**config.mk**
```make
export PLATFORM = sky130hd
export DESIGN_NAME = core_ctrl_scb_cnt
export DESIGN_NICKNAME = d
export VERILOG_FILES = /design/src/rtl/core_ctrl_scb_cnt.sv
export SDC_FILE = /design/constraint.sdc
export NUM_CORES = 1
export LEC_CHECK = 0
export ABC_AREA = 1
export CORE_MARGIN = 1
export CORE_UTILIZATION = 60
export CTS_CLUSTER_SIZE = 10
export DETAILED_ROUTE_END_ITERATION = 10
export HOLD_SLACK_MARGIN = 0.06
export PLACE_DENSITY = 0.79
export RECOVER_POWER = 50
export SYNTH_ARGS = -nofsm -noshare
export SYNTH_HDL_FRONTEND = slang
export SYNTH_SLANG_ARGS = --single-unit
```
**constraint.sdc**
```tcl
create_clock -name clk -period 24.8 [get_ports clk]
set_clock_uncertainty 0.15 [all_clocks]
set_input_delay 4.96 -clock clk [delete_from_list [all_inputs] [get_ports clk]]
set_output_delay 4.96 -clock clk [all_outputs]
set_load 0.005 [all_outputs]
```
**src/rtl/core_ctrl_scb_cnt.sv**
```systemverilog
`default_nettype none
// ============================================================================
// Module   : core_ctrl_scb_cnt
// Brief    : Issue-stage register scoreboard with per-register outstanding-write
//            counters, multi-port retire, flush and observability outputs.
//            Optional macro SCB_WAW_ALLOW_EN permits multiple in-flight writes
//            per register up to counter saturation.
// Revision : 1.0 - initial release
// ============================================================================
module core_ctrl_scb_cnt #(
    parameter int NREG      = 32,
    parameter int IDX_W     = 5,
    parameter int CNT_W     = 2,
    parameter int RET_PORTS = 2
) (
    input  logic                       clk,
    input  logic                       rst,
    input  logic                       emit_valid,
    input  logic                       rs1_vld,
    input  logic [IDX_W-1:0]           rs1_idx,
    input  logic                       rs2_vld,
    input  logic [IDX_W-1:0]           rs2_idx,
    input  logic                       rd_vld,
    input  logic [IDX_W-1:0]           rd_idx,
    output logic                       emit_ready,
    input  logic [RET_PORTS-1:0]       ret_valid,
    input  logic [RET_PORTS*IDX_W-1:0] ret_idx,
    input  logic                       flush,
    output logic [2:0]                 stall_cause,
    output logic [NREG-1:0]            busy_vec,
    output logic [IDX_W+CNT_W-1:0]     pend_total,
    output logic                       err_underflow
);

    localparam int c_DEC_W  = $clog2(RET_PORTS + 1);
    localparam int c_SUM_W  = CNT_W + c_DEC_W + 1;
    localparam int c_PEND_W = IDX_W + CNT_W;
    localparam logic [CNT_W-1:0] c_CNT_MAX = {CNT_W{1'b1}};

    logic [CNT_W-1:0]    r_cnt_q [1:NREG-1];
    logic [CNT_W-1:0]    w_cnt_d [1:NREG-1];
    logic [NREG-1:0]     r_busy_q;
    logic [NREG-1:0]     w_busy_d;
    logic [c_PEND_W-1:0] r_pend_q;
    logic [c_PEND_W-1:0] w_pend_d;
    logic                r_err_q;
    logic                w_err_d;

    logic [CNT_W-1:0]    w_rs1_cnt;
    logic [CNT_W-1:0]    w_rs2_cnt;
    logic [CNT_W-1:0]    w_rd_cnt;
    logic                w_rs1_ok;
    logic                w_rs2_ok;
    logic                w_rd_ok;
    logic                w_fire;
    logic                w_uf;
    logic                w_inc;
    logic [c_DEC_W-1:0]  w_dec;
    logic [c_SUM_W-1:0]  w_sum;

    // Index 0 never matches the loop, so it naturally reads as a zero counter.
    always_comb begin
        w_rs1_cnt = '0;
        w_rs2_cnt = '0;
        w_rd_cnt  = '0;
        for (int r = 1; r < NREG; r++) begin
            if (rs1_idx == IDX_W'(r)) w_rs1_cnt = r_cnt_q[r];
            if (rs2_idx == IDX_W'(r)) w_rs2_cnt = r_cnt_q[r];
            if (rd_idx  == IDX_W'(r)) w_rd_cnt  = r_cnt_q[r];
        end
    end

    assign w_rs1_ok = !rs1_vld || (w_rs1_cnt == '0);
    assign w_rs2_ok = !rs2_vld || (w_rs2_cnt == '0);
`ifdef SCB_WAW_ALLOW_EN
    assign w_rd_ok  = !rd_vld || (rd_idx == '0) || (w_rd_cnt != c_CNT_MAX);
`else
    assign w_rd_ok  = !rd_vld || (rd_idx == '0) || (w_rd_cnt == '0);
`endif

    assign emit_ready = !flush && w_rs1_ok && w_rs2_ok && w_rd_ok;
    assign w_fire     = emit_valid && emit_ready;

    always_comb begin
        stall_cause = 3'b000;
        if (emit_valid && !emit_ready) begin
            if (!w_rs1_ok)      stall_cause = 3'b001;
            else if (!w_rs2_ok) stall_cause = 3'b010;
            else if (!w_rd_ok)  stall_cause = 3'b100;
        end
    end

    // Increment and decrement are merged into one step so that an emit and a
    // retire to the same register in one cycle cancel out.
    always_comb begin
        w_uf     = 1'b0;
        w_inc    = 1'b0;
        w_dec    = '0;
        w_sum    = '0;
        w_busy_d = '0;
        w_pend_d = '0;
        for (int r = 1; r < NREG; r++) begin
            w_inc = w_fire && rd_vld && (rd_idx == IDX_W'(r));
            w_dec = '0;
            for (int p = 0; p < RET_PORTS; p++) begin
                if (ret_valid[p] && (ret_idx[p*IDX_W +: IDX_W] == IDX_W'(r)))
                    w_dec = w_dec + c_DEC_W'(1);
            end
            w_sum = c_SUM_W'(r_cnt_q[r]) + c_SUM_W'(w_inc);
            if (flush) begin
                w_cnt_d[r] = '0;
            end else if (c_SUM_W'(w_dec) > w_sum) begin
                w_cnt_d[r] = '0;
                w_uf       = 1'b1;
            end else begin
                w_cnt_d[r] = CNT_W'(w_sum - c_SUM_W'(w_dec));
            end
            w_busy_d[r] = (w_cnt_d[r] != '0);
            w_pend_d    = w_pend_d + c_PEND_W'(w_cnt_d[r]);
        end
        w_err_d = r_err_q || w_uf;
    end

    always_ff @(posedge clk or posedge rst) begin
        if (rst) begin
            for (int r = 1; r < NREG; r++) r_cnt_q[r] <= '0;
            r_busy_q <= '0;
            r_pend_q <= '0;
            r_err_q  <= 1'b0;
        end else begin
            for (int r = 1; r < NREG; r++) r_cnt_q[r] <= w_cnt_d[r];
            r_busy_q <= w_busy_d;
            r_pend_q <= w_pend_d;
            r_err_q  <= w_err_d;
        end
    end

    assign busy_vec      = r_busy_q;
    assign pend_total    = r_pend_q;
    assign err_underflow = r_err_q;

endmodule
`default_nettype wire

```
; Word-level counts from Yosys, hierarchy flattened
; Index checks and enable logic that the tools add are counted.
[op_classes]
n_addsub = 123
n_reduce_logical = 144
eq_ne = 155
muxes = 283
n_lt_le_gt_ge = 31
[op_table]
columns = cell, count
row1 = == test 5 bit (second input constant), 80
row2 = 2-to-1 mux 2 bit, 186
row3 = == test 5 x 4 -> 1 bit (second input constant), 40
row4 = adder 7 x 2 -> 7 bit, 25
row5 = == test 5 x 3 -> 1 bit (second input constant), 20
row6 = logical AND 1 bit, 99
row7 = adder 2 x 1 -> 3 bit, 31
row8 = greater-than comparator 2 x 3 -> 1 bit, 31
row9 = 2-to-1 mux 1 bit, 93
row10 = adder 2 x 1 -> 2 bit (second input constant), 31
row11 = nonzero test 2 bit, 31
row12 = subtractor 2 bit, 31
row13 = == test 5 x 2 -> 1 bit (second input constant), 10
row14 = == test 5 x 1 -> 1 bit (second input constant), 5
row15 = 2-to-1 mux 3 bit, 4
row16 = adder 6 x 2 -> 7 bit, 1
row17 = adder 5 x 2 -> 6 bit, 1
row18 = logical NOT 2 bit, 3
row19 = adder 4 x 2 -> 5 bit, 1
row20 = logical NOT 1 bit, 5
row21 = logical NOT 5 bit, 1
row22 = logical OR 1 bit, 5
row23 = adder 3 x 2 -> 4 bit, 1
row24 = adder 2 x 2 -> 3 bit, 1
[word_totals]
wordCells = 770
input_bits = 34
output_inout_bits = 44
ff_bits = 101

; Longest topological paths before layout
; Gate-level depths: netlist of run 1.
[logic_depth]
ltp_word = 105
mapped_depth = 59
depth_no_buf = 58

; Worst setup path after synthesis of run 1
; Ideal clock, no wire load.
[synth_timing]
path_kind = in2reg
start = input rd_idx[1]
end = register r_pend_q[5], in the netlist pend_total[5]
setup_time_ps = 79
t_required_ps = 24571
path_buffers = 1
path_slack_ps = 12002
t_arrival_ps = 12569
cell_stages = 48
path_cell_list = nor2_1 -> nand2_1 -> nor2_1 -> inv_1 -> o21ai_0 -> inv_1 -> nand3_1 -> nand2_1 -> nand3_1 -> nand2_1 -> nand3_1 -> nand2_1 -> nand4_1 -> nand2_1 -> nand4_1 -> nand2_1 -> nand4_1 -> nor2_1 -> [12 not listed] -> nor2_1 -> nand2_1 -> o211ai_1 -> inv_1 -> fa_1 -> inv_1 -> fa_1 -> fa_1 -> fa_1 -> fa_1 -> fa_1 -> fa_1 -> inv_1 -> ha_1 -> inv_1 -> fa_1 -> o21ai_0 -> xor2_1
[synth_rtl]
columns = element, line
row1 = start: declaration, 24  ; input logic [IDX_W-1:0] rd_idx,
row2 = end signal: assignment, 133  ; r_pend_q <= w_pend_d;
row3 = end: declaration, 44  ; logic [c_PEND_W-1:0] r_pend_q;

==> results of run 1 <==
[kinds of logic after synthesis]
kind of cell / share of synthesized area [%]
adder cells (fa/ha/maj): 30.35
buffers and inverters: 12.37
flip-flops: 21.35
AO/OA/AOI/OAI: 5.062
AND/OR/NAND/NOR: 30.32
other: 0.03168
XOR/XNOR: 0.5179
[critical path: cells and delay by family]
family                     cells  cell delay, ps
buffers and inverters          8            2170
and+or+nand+nor               25            3100
AOI/OAI and AO/OA              1             220
xor gates and xnor gates       1             150
adders and majority gates     12            4670
[final timing paths]
kind	slack [ps]	to	cells past startpoint	from
max reg2reg	15040	pend_total[5]	46	r_cnt_q[57]
min reg2reg	340	err_underflow	1	err_underflow
max	9670	pend_total[5]	47	rd_idx[4]
max in group asynchronous	15490	r_cnt_q[57]	3	rst
min in group asynchronous	5520	pend_total[6]	2	rst
min	340	err_underflow	1	err_underflow
[flip-flops by register name (all words and copies together), names as in the netlist]
signal / flops
r_cnt_q: 62
pend_total: 7
busy_vec: 31
err_underflow: 1
[per-stage QoR]
stage               std cells  utilization (%)  hold slack, ps
CTS                      1976            67.68           348.7
global route             1976            67.65           364.6
global placement         1960            66.05           307.5
detailed placement       1960            66.05           324.4
floorplan                1640                -           315.0
finish                   1977            67.67           341.3
[synthesized netlist by cell type]
library cell	instances	share of area, %
inv_1	331	10
nand2_1	309	9.8
nor2_1	260	8.2
ha_1	196	21
dfrtp_1	101	21
fa_1	57	9.6
nand3_1	50	2.1
nor3_1	48	2.0
nand4_1	43	2.3
a21oi_1	41	1.7
o21ai_0	33	1.4
nor3_2	30	2.5
or2_2	29	1.5
inv_2	20	0.63
clkbuf_1	12	0.38
o21a_1	11	0.70
nor2_2	10	0.53
buf_2	6	0.25
nand2_2	6	0.32
buf_6	5	0.48
o211ai_1	5	0.32
nor4_1	4	0.21
xnor2_1	4	0.30
a31oi_1	3	0.16
nor2_4	3	0.29
xor2_1	3	0.22
a21o_1	2	0.13
a22oi_1	2	0.13
buf_4	2	0.13
o21bai_1	2	0.13
or2_0	2	0.11
a211oi_1	1	0.063
a31o_2	1	0.074
and3_1	1	0.053
conb_1	1	0.032
nand3_2	1	0.085
nand3_4	1	0.15
nand3b_1	1	0.063
o31ai_1	1	0.063
o31ai_2	1	0.11
o41ai_1	1	0.074
[power breakdown]
part           switching, µW  leakage, µW  internal, µW
clock                   78.5     0.000152          73.0
combinational           63.1      0.00558          32.3
sequential              3.33      0.00140           169
[layout make-up]
class	count	area (µm²)
fill	1677	6272
inverter	351	1319
tap	265	331.6
sequential	101	2527
multi-input combinational	1163	7848
clock buffer	9	225.2
antenna	1	2.502
clock inverter	7	91.34
timing repair buffer	80	782.0
[metal layers]
layer  wire length [µm]  global-route usage [%]  vias to the layer above
met3               3882                   8.513                      117
li1                   -                       -                     5252
met2              17270                   63.83                      576
met5                  0                       0                        -
met4               2424                   23.83                        0
met1              15380                   51.15                     5154
==> key figures, run 1 <==
Die
  • Starting Density: between 60% and 70%
  • Ports: 78
  • Row cnt: just over 50
  • Core Region: about 19,000 µm²
  • Die width: 142.5 µm
  • Die area: 20,300 µm²
  • Die H: roughly 140 µm

Layout
  • Post-route cell area: 13,130 µm²
  • Most frequent cells in the layout: inv_1 (330), nand2_1 (309), nor2_1 (260), ha_1 (196), dfrtp_1 (101)
  • Most common cell after layout, fill and taps aside: inv_1
  • NumNets Final: around 2,000
  • Synth-to-Final Area Change: 10.87%
  • Share of cells above drive strength 1: 7.189%

STA
  • Final setup TNS: 0 ps
  • RSZ-0062 raised after global routing: false
  • Fmax: ~66 MHz
  • Worst-Margin Slew: ~2900 ps
  • Max-slew violations: 104
  • Final period util: 61.01%
  • Period minus WS final: 15,130 ps
  • Fin. Hold Viols: 0
  • Worst setup margin: 9669 ps
  • Rel. slew slack: -90.36%
  • Final setup vio count: 0

Worst setup path
  • Top fanout value on the critical path: 29
  • Crit path launch type: input port
  • Slowest stage delay, CP: 1000 ps
  • Critical-path top delay cell: clkdlybuf4s50_1
  • Setup CP Type: input port to register
  • Req. time, crit path: about 25,000 ps
  • Cell repeated most along the worst path: fa_1
  • Crit end category: register
  • Critical path arrival: between 15,000 and 20,000 ps

CTS
  • Worst-Skew Late Latency: 380 ps
  • Post-CTS Resized: 0
  • Clk root buf: clkbuf_16
  • Worst-path clk slew: ~80 ps
  • Num CTS Buffers: 9
  • CTS tree: yes
  • Clock Path Buffers: 2
  • H-tree lvl count: 3
  • CTS Hold Bufs: 0
  • Setup Fix Bufs, Post-CTS: 0
  • TritonCTS sink count: approximately 100

Worst hold path
  • Hold WC Path Type: register to register

Run status
  • Status: finished, violations left
  • Failing checks: capacitance limit, slew limit

Global routing
  • Total grt overflow: 0
  • Initial antenna violation count: 1
  • GRT Util Overall: between 40% and 50%
  • First-pass GRT wire length: 60,120 µm
  • Largest net degree at the start of global routing: 52
  • Vias in the first global route: between 10,000 and 15,000

Place
  • IO buf count: 76
  • Post-DP Area: 12,810 µm²
  • GPL Wtd Cong: 1.052
  • Setup WS pre-CTS: 9387 ps
  • Hpwl dp: 32,580 µm

Power and ir drop
  • Peak VDD IR: 0.03357 mV
  • Power Total: between 400 and 500 µW
  • Leak: 0.007123 µW
  • Pwr dens: 31.93 nW/µm²

Drt
  • Via-per-instance ratio: 5.614
  • Initial DRC count: 908
  • Remaining DRCs: 0
  • DR WL/cell: 19.71 µm
  • Vias: about 11,000
  • Antenna-violating nets left: 0
  • Total Wirelength: 38,960 µm
  • 1st-pass router iterations: 5

Synth
  • Seq/Total Area, Yosys: between 20% and 30%
  • YS warnings: 0
  • Post-synth cell types: 41
  • Syn_nets: slightly below 2,000
  • Post-Syn Instances: about 1,600
  • Syn_area_per_cell: 7.219 µm²
  • Synth Cell Area: about 12,000 µm²
  • FF+latch count, synth: 101

Run
  • Max Cap Viol: 2
(Power assumes the default switching activity.)
==> run 2, diff against run 1 <==
==> constraint.sdc (replaced) <==
create_clock -name clk -period 15.49 [get_ports clk]
set_clock_uncertainty 0.15 [all_clocks]
set_input_delay 3.098 -clock clk [delete_from_list [all_inputs] [get_ports clk]]
set_output_delay 3.098 -clock clk [all_outputs]
set_load 0.005 [all_outputs]
==> run 2 against run 1 <==
- the run still ends with capacitance limit, slew limit left
- first-iteration DRC count grew 8.6%
- non-clock buffer count is the same
- critical path depth grew 2
- via count is essentially flat
- critical path type unchanged
- largest power group unchanged
==> key figures, run 2 (synthesized netlist as in run 1, its figures left out) <==
Layout
  • NumNets Final: 1,993
  • Biggest register: r_cnt_q
  • Most common cell after layout, fill and taps aside: inv_1
  • Synth-to-Final Area Change: 10.65%
  • Most frequent cells in the layout: inv_1 (330), nand2_1 (309), nor2_1 (260), ha_1 (196), dfrtp_1 (101)
  • Final core occ: 67.53%
  • Share of cells above drive strength 1: 7.189%
  • Max reg flops: 62

Worst setup path
  • Crit end category: register
  • Critical-path top delay cell: clkdlybuf4s50_1
  • Reg-to-Reg Start: r_cnt_q[57]
  • Slowest stage delay, CP: 950 ps
  • Crit path launch type: input port
  • Setup CP Type: input port to register
  • Flop2flop setup slack: 5820 ps
  • RR Endpoint: pend_total[5]
  • Req. time, crit path: 15,630 ps
  • R2R depth: 48
  • Critical path arrival: 13,460 ps
  • Top fanout value on the critical path: 25

Global routing
  • Total grt overflow: 0
  • Initial antenna violation count: 1
  • GRT Util Overall: 39.65%
  • Vias in the first global route: 10,621
  • First-pass GRT wire length: 58,710 µm
  • Largest net degree at the start of global routing: 52

Drt
  • 1st-pass router iterations: 6
  • Total Wirelength: slightly below 40,000 µm
  • Antenna-violating nets left: 0
  • Vias: 11,096
  • DR WL/cell: 19.58 µm
  • Initial DRC count: 986
  • Via-per-instance ratio: approximately 5.6
  • Remaining DRCs: 0

Run
  • Max Cap Viol: 2

STA
  • Period minus WS final: between 10,000 and 15,000 ps
  • Max-slew violations: between 100 and 150
  • Fin. Hold Viols: 0
  • WHS: 341.9 ps
  • Final setup vio count: 0
  • Worst-Margin Slew: 2803 ps
  • RSZ-0062 raised after global routing: false
  • Rel. slew slack: -86.90%
  • Fmax: 75.07 MHz
  • Final period util: 85.99%
  • Final setup TNS: 0 ps

CTS
  • Worst-Skew Late Latency: 370 ps
  • H-tree lvl count: 3
  • Clk root buf: clkbuf_16
  • Worst-path clk slew: approximately 80 ps
  • Setup Fix Bufs, Post-CTS: 0
  • Num CTS Buffers: 9
  • CTS Hold Bufs: 0
  • CTS tree: yes
  • Post-CTS Resized: 0
  • TritonCTS sink count: 101
  • Clock Path Buffers: 2

Die
  • Die area: 20,300 µm²
  • Starting Density: 61.03%
  • Core Region: 19,400 µm²
  • Die width: 142.5 µm
  • Row cnt: 51
  • Die H: 142.5 µm
  • Ports: ~80

Place
  • Hpwl dp: 32,400 µm
  • IO buf count: 76
  • GPL Wtd Cong: between 1 and 1.5

Power and ir drop
  • Peak VDD IR: 0.06799 mV
  • Pwr dens: 50.23 nW/µm²
  • Leak: 0.007118 µW

Worst hold path
  • Worst hold path depth: 1
  • Min-delay src: err_underflow
  • Hold worst-path end: err_underflow
  • Hold WC Path Type: register to register

Run status
  • Status: finished, violations left
  • Failing checks: capacitance limit, slew limit
[run 2: power by group]
part	total [µW]	internal [µW]	switching, µW
logic	151	51.7	99.4
registers	276	271	5.51
clock network	231	117	114
[run 2: worst max path at each step]
stage	startpoint	endpoint	slack, ps	depth (start not counted)
after global placement	rd_idx[4]	pend_total[5]	2000	49
after detailed placement	rd_idx[4]	pend_total[5]	1900	49
after global routing	rd_idx[4]	pend_total[5]	1530	49
after floorplan	rd_idx[1]	pend_total[5]	4550	48
final	rd_idx[4]	pend_total[5]	2170	49
after CTS	rd_idx[4]	pend_total[5]	2290	49
[run 2: layout make-up]
type / count / area, µm²
Timing Repair Buffer: 80 / 782.0
Sequential cell: 101 / 2527
Inverter: 351 / 1319
Antenna cell: 1 / 2.502
Fill cell: 1772 / 6299
Clock inverter: 6 / 51.30
Tap cell: 265 / 331.6
Multi-Input combinational cell: 1163 / 7848
Clock buffer: 10 / 239.0
[run 2: critical path: cells and delay by family]
kind	cells	cell delay (ps)
buffers and inverters	9	2160
AOI/OAI and AO/OA	2	330
xor gates and xnor gates	1	160
and+or+nand+nor	25	3000
adders and majority gates	12	4710
[run 2: metal layers]
layer  up-vias  part of all wire (%)  GRT usage, %
met1      5172                    40         50.64
met2       550                    44         62.82
met3       136                   9.8         7.503
met5         -                     0             0
met4         0                   6.3         22.92
li1       5238                     -             -
[run 2: metrics by stage]
step | area, µm² | worst slack (ps) | total power, µW | cells
CTS | 13100 | 2287 | 660.3 | 1976
detailed placement | 12810 | 1903 | 431.8 | 1960
finish | 13100 | 2170 | 658.0 | 1977
floorplan | 11840 | 4554 | 374.5 | 1640
global route | 13100 | 1529 | 686.0 | 1976
global placement | 12810 | 1999 | 428.9 | 1960
==> run 3, diff against run 2 <==
--- a/config.mk
+++ b/config.mk
@@ -7,11 +7,11 @@
 export LEC_CHECK = 0
 export ABC_AREA = 1
 export CORE_MARGIN = 1
-export CORE_UTILIZATION = 60
+export CORE_UTILIZATION = 35
 export CTS_CLUSTER_SIZE = 10
 export DETAILED_ROUTE_END_ITERATION = 10
 export HOLD_SLACK_MARGIN = 0.06
-export PLACE_DENSITY = 0.79
+export PLACE_DENSITY = 0.5
 export RECOVER_POWER = 50
 export SYNTH_ARGS = -nofsm -noshare
 export SYNTH_HDL_FRONTEND = slang
==> run 3 against run 2 <==
- sequential power is essentially flat
- critical path depth shrank 2
- combinational power grew 3%
- the flow still finishes with violations (capacitance limit, slew limit)
- register-to-register slack lost 350 ps
- critical path type unchanged
- clock power grew 7%
- global-route usage shrank 14 points
==> key figures, run 3 (synthesized netlist as in run 1, its figures left out) <==
Run status
  • Status: finished, violations left
  • Failing checks: capacitance limit, slew limit

Die
  • Die H: 185.9 µm
  • Core Region: ~33,000 µm²
  • Starting Density: 36.02%
  • Ports: 78
  • Row cnt: 66
  • Die width: between 150 and 200 µm
  • Die area: between 30,000 and 40,000 µm²

Worst setup path
  • Worst Path Buf+Inv: 7
  • Flop2flop setup slack: roughly 5500 ps
  • Worst path depth: 47
  • RR Endpoint: pend_total[5]
  • Family of cells with the greatest summed delay on the critical path: adder cells
  • Crit path launch type: input port
  • R2R depth: 45
  • Critical path arrival: 14,120 ps
  • Req. time, crit path: 15,630 ps
  • Critical-path top delay cell: clkdlybuf4s50_1
  • Worst setup path end: pend_total[5]
  • Top fanout value on the critical path: 25
  • Setup CP Type: input port to register
  • Crit end category: register
  • Slowest stage delay, CP: 1100 ps
  • Cell repeated most along the worst path: nand2_1
  • Reg-to-Reg Start: r_cnt_q[57]
  • Worst Setup SP: rd_idx[4]

Layout
  • NumNets Final: roughly 2,000
  • Biggest register: r_cnt_q
  • Final Non-Filler Cells: 2,153
  • Final core occ: between 40 and 50%
  • Synth-to-Final Area Change: 12.67%
  • Max reg flops: a little over 60
  • Most common cell after layout, fill and taps aside: inv_1
  • Most frequent cells in the layout: inv_1 (330), nand2_1 (309), nor2_1 (260), ha_1 (196), dfrtp_1 (101)
  • Share of cells above drive strength 1: 7.135%

CTS
  • H-tree lvl count: 3
  • CTS tree: yes
  • CTS Hold Bufs: 0
  • Clock Path Buffers: 2
  • TritonCTS sink count: between 100 and 150
  • Worst-path clk slew: 70 ps
  • Clk root buf: clkbuf_16
  • Post-CTS Resized: 0
  • Setup Fix Bufs, Post-CTS: 0
  • Num CTS Buffers: 9
  • Worst-Skew Late Latency: 370 ps

Global routing
  • Initial antenna violation count: 2
  • Largest net degree at the start of global routing: 54
  • Total grt overflow: 0
  • Vias in the first global route: 10,413
  • First-pass GRT wire length: between 60,000 and 70,000 µm
  • GRT Util Overall: 25.35%

STA
  • Worst setup margin: 1516 ps
  • Fmax: between 70 and 80 MHz
  • Rel. slew slack: -108.3%
  • Final period util: about nine tenths
  • Worst-Margin Slew: roughly 3100 ps
  • Period minus WS final: 13,970 ps
  • Final setup TNS: 0 ps
  • RSZ-0062 raised after global routing: false
  • Final setup vio count: 0
  • Max-slew violations: 104
  • Fin. Hold Viols: 0
  • WHS: 324.4 ps

Power and ir drop
  • Sw power: 222.8 µW
  • Sw Ratio: 32.76%
  • Internal power: 457.2 µW
  • Clock network fraction of total power: a little over a third
  • Leak: 0.007120 µW
  • Combinational share of power: between 20 and 25%
  • Peak VDD IR: 0.04888 mV
  • Pwr dens: 50.98 nW/µm²
  • Sequential power share: 40.5%

Drt
  • Initial DRC count: around 670
  • Remaining DRCs: 0
  • 1st-pass router iterations: 5
  • Via-per-instance ratio: between 4 and 5
  • Total Wirelength: 41,730 µm
  • Antenna-violating nets left: 0
  • DR WL/cell: 19.38 µm
  • Vias: 10,540

Worst hold path
  • Hold WC Path Type: register to register

Place
  • Setup WS pre-CTS: 1188 ps
  • Hpwl dp: 35,700 µm
  • GPL Wtd Cong: 0.9885
  • IO buf count: 76
  • Placed cells: 2,137

Run
  • Max Cap Viol: 2
## run 3: cell types whose count changed in the layout (fill, tap and decap cells not counted)
cell | before | now
bufinv_16 | 0 | 1
clkbuf_8 | 1 | 2
inv_6 | 3 | 2
clkinv_4 | 1 | 0
inv_8 | 1 | 0
clkinvlp_4 | 0 | 1
clkinv_2 | 1 | 0
## run 3: through the flow
step / total power, µW / cell area, µm²
floorplan: 374.5 / 11840
global placement: 440.3 / 13030
finish: 680.0 / 13340
detailed placement: 439.5 / 13030
global route: 713.7 / 13340
CTS: 688.9 / 13340
## run 3: metal layers
layer | share of wire [%] | track usage (%)
met5 | 0 | 0
met4 | 4.1 | 10.69
met3 | 5.3 | 3.581
met2 | 44 | 39.40
met1 | 47 | 34.98
## run 3: cell type report
cell class,instances,area (µm²)
fill,3543,19530
antenna,1,2.502
multi-input combinational,1163,7848
clock buffer,11,252.7
timing repair buffer,80,782.0
tap,442,553.0
clock inverter,4,55.05
sequential,101,2527
inverter,351,1319
## run 3: worst min-delay path by stage
stage | start | end | slack [ps] | cells past startpoint
floorplan | err_underflow | err_underflow | 310 | 1
global placement | err_underflow | err_underflow | 310 | 1
detailed placement | err_underflow | err_underflow | 320 | 1
CTS | err_underflow | err_underflow | 340 | 1
global route | err_underflow | err_underflow | 340 | 1
finish | err_underflow | err_underflow | 320 | 1
## run 3: power groups by stage
stage	logic [µW]	clock network, µW	registers, µW
2_1_floorplan	94.9	0	280
3_3_place_gp	159	0	281
4_1_cts	159	254	276
6_report	156	248	275
3_5_place_dp	159	0	281
5_1_grt	175	263	276
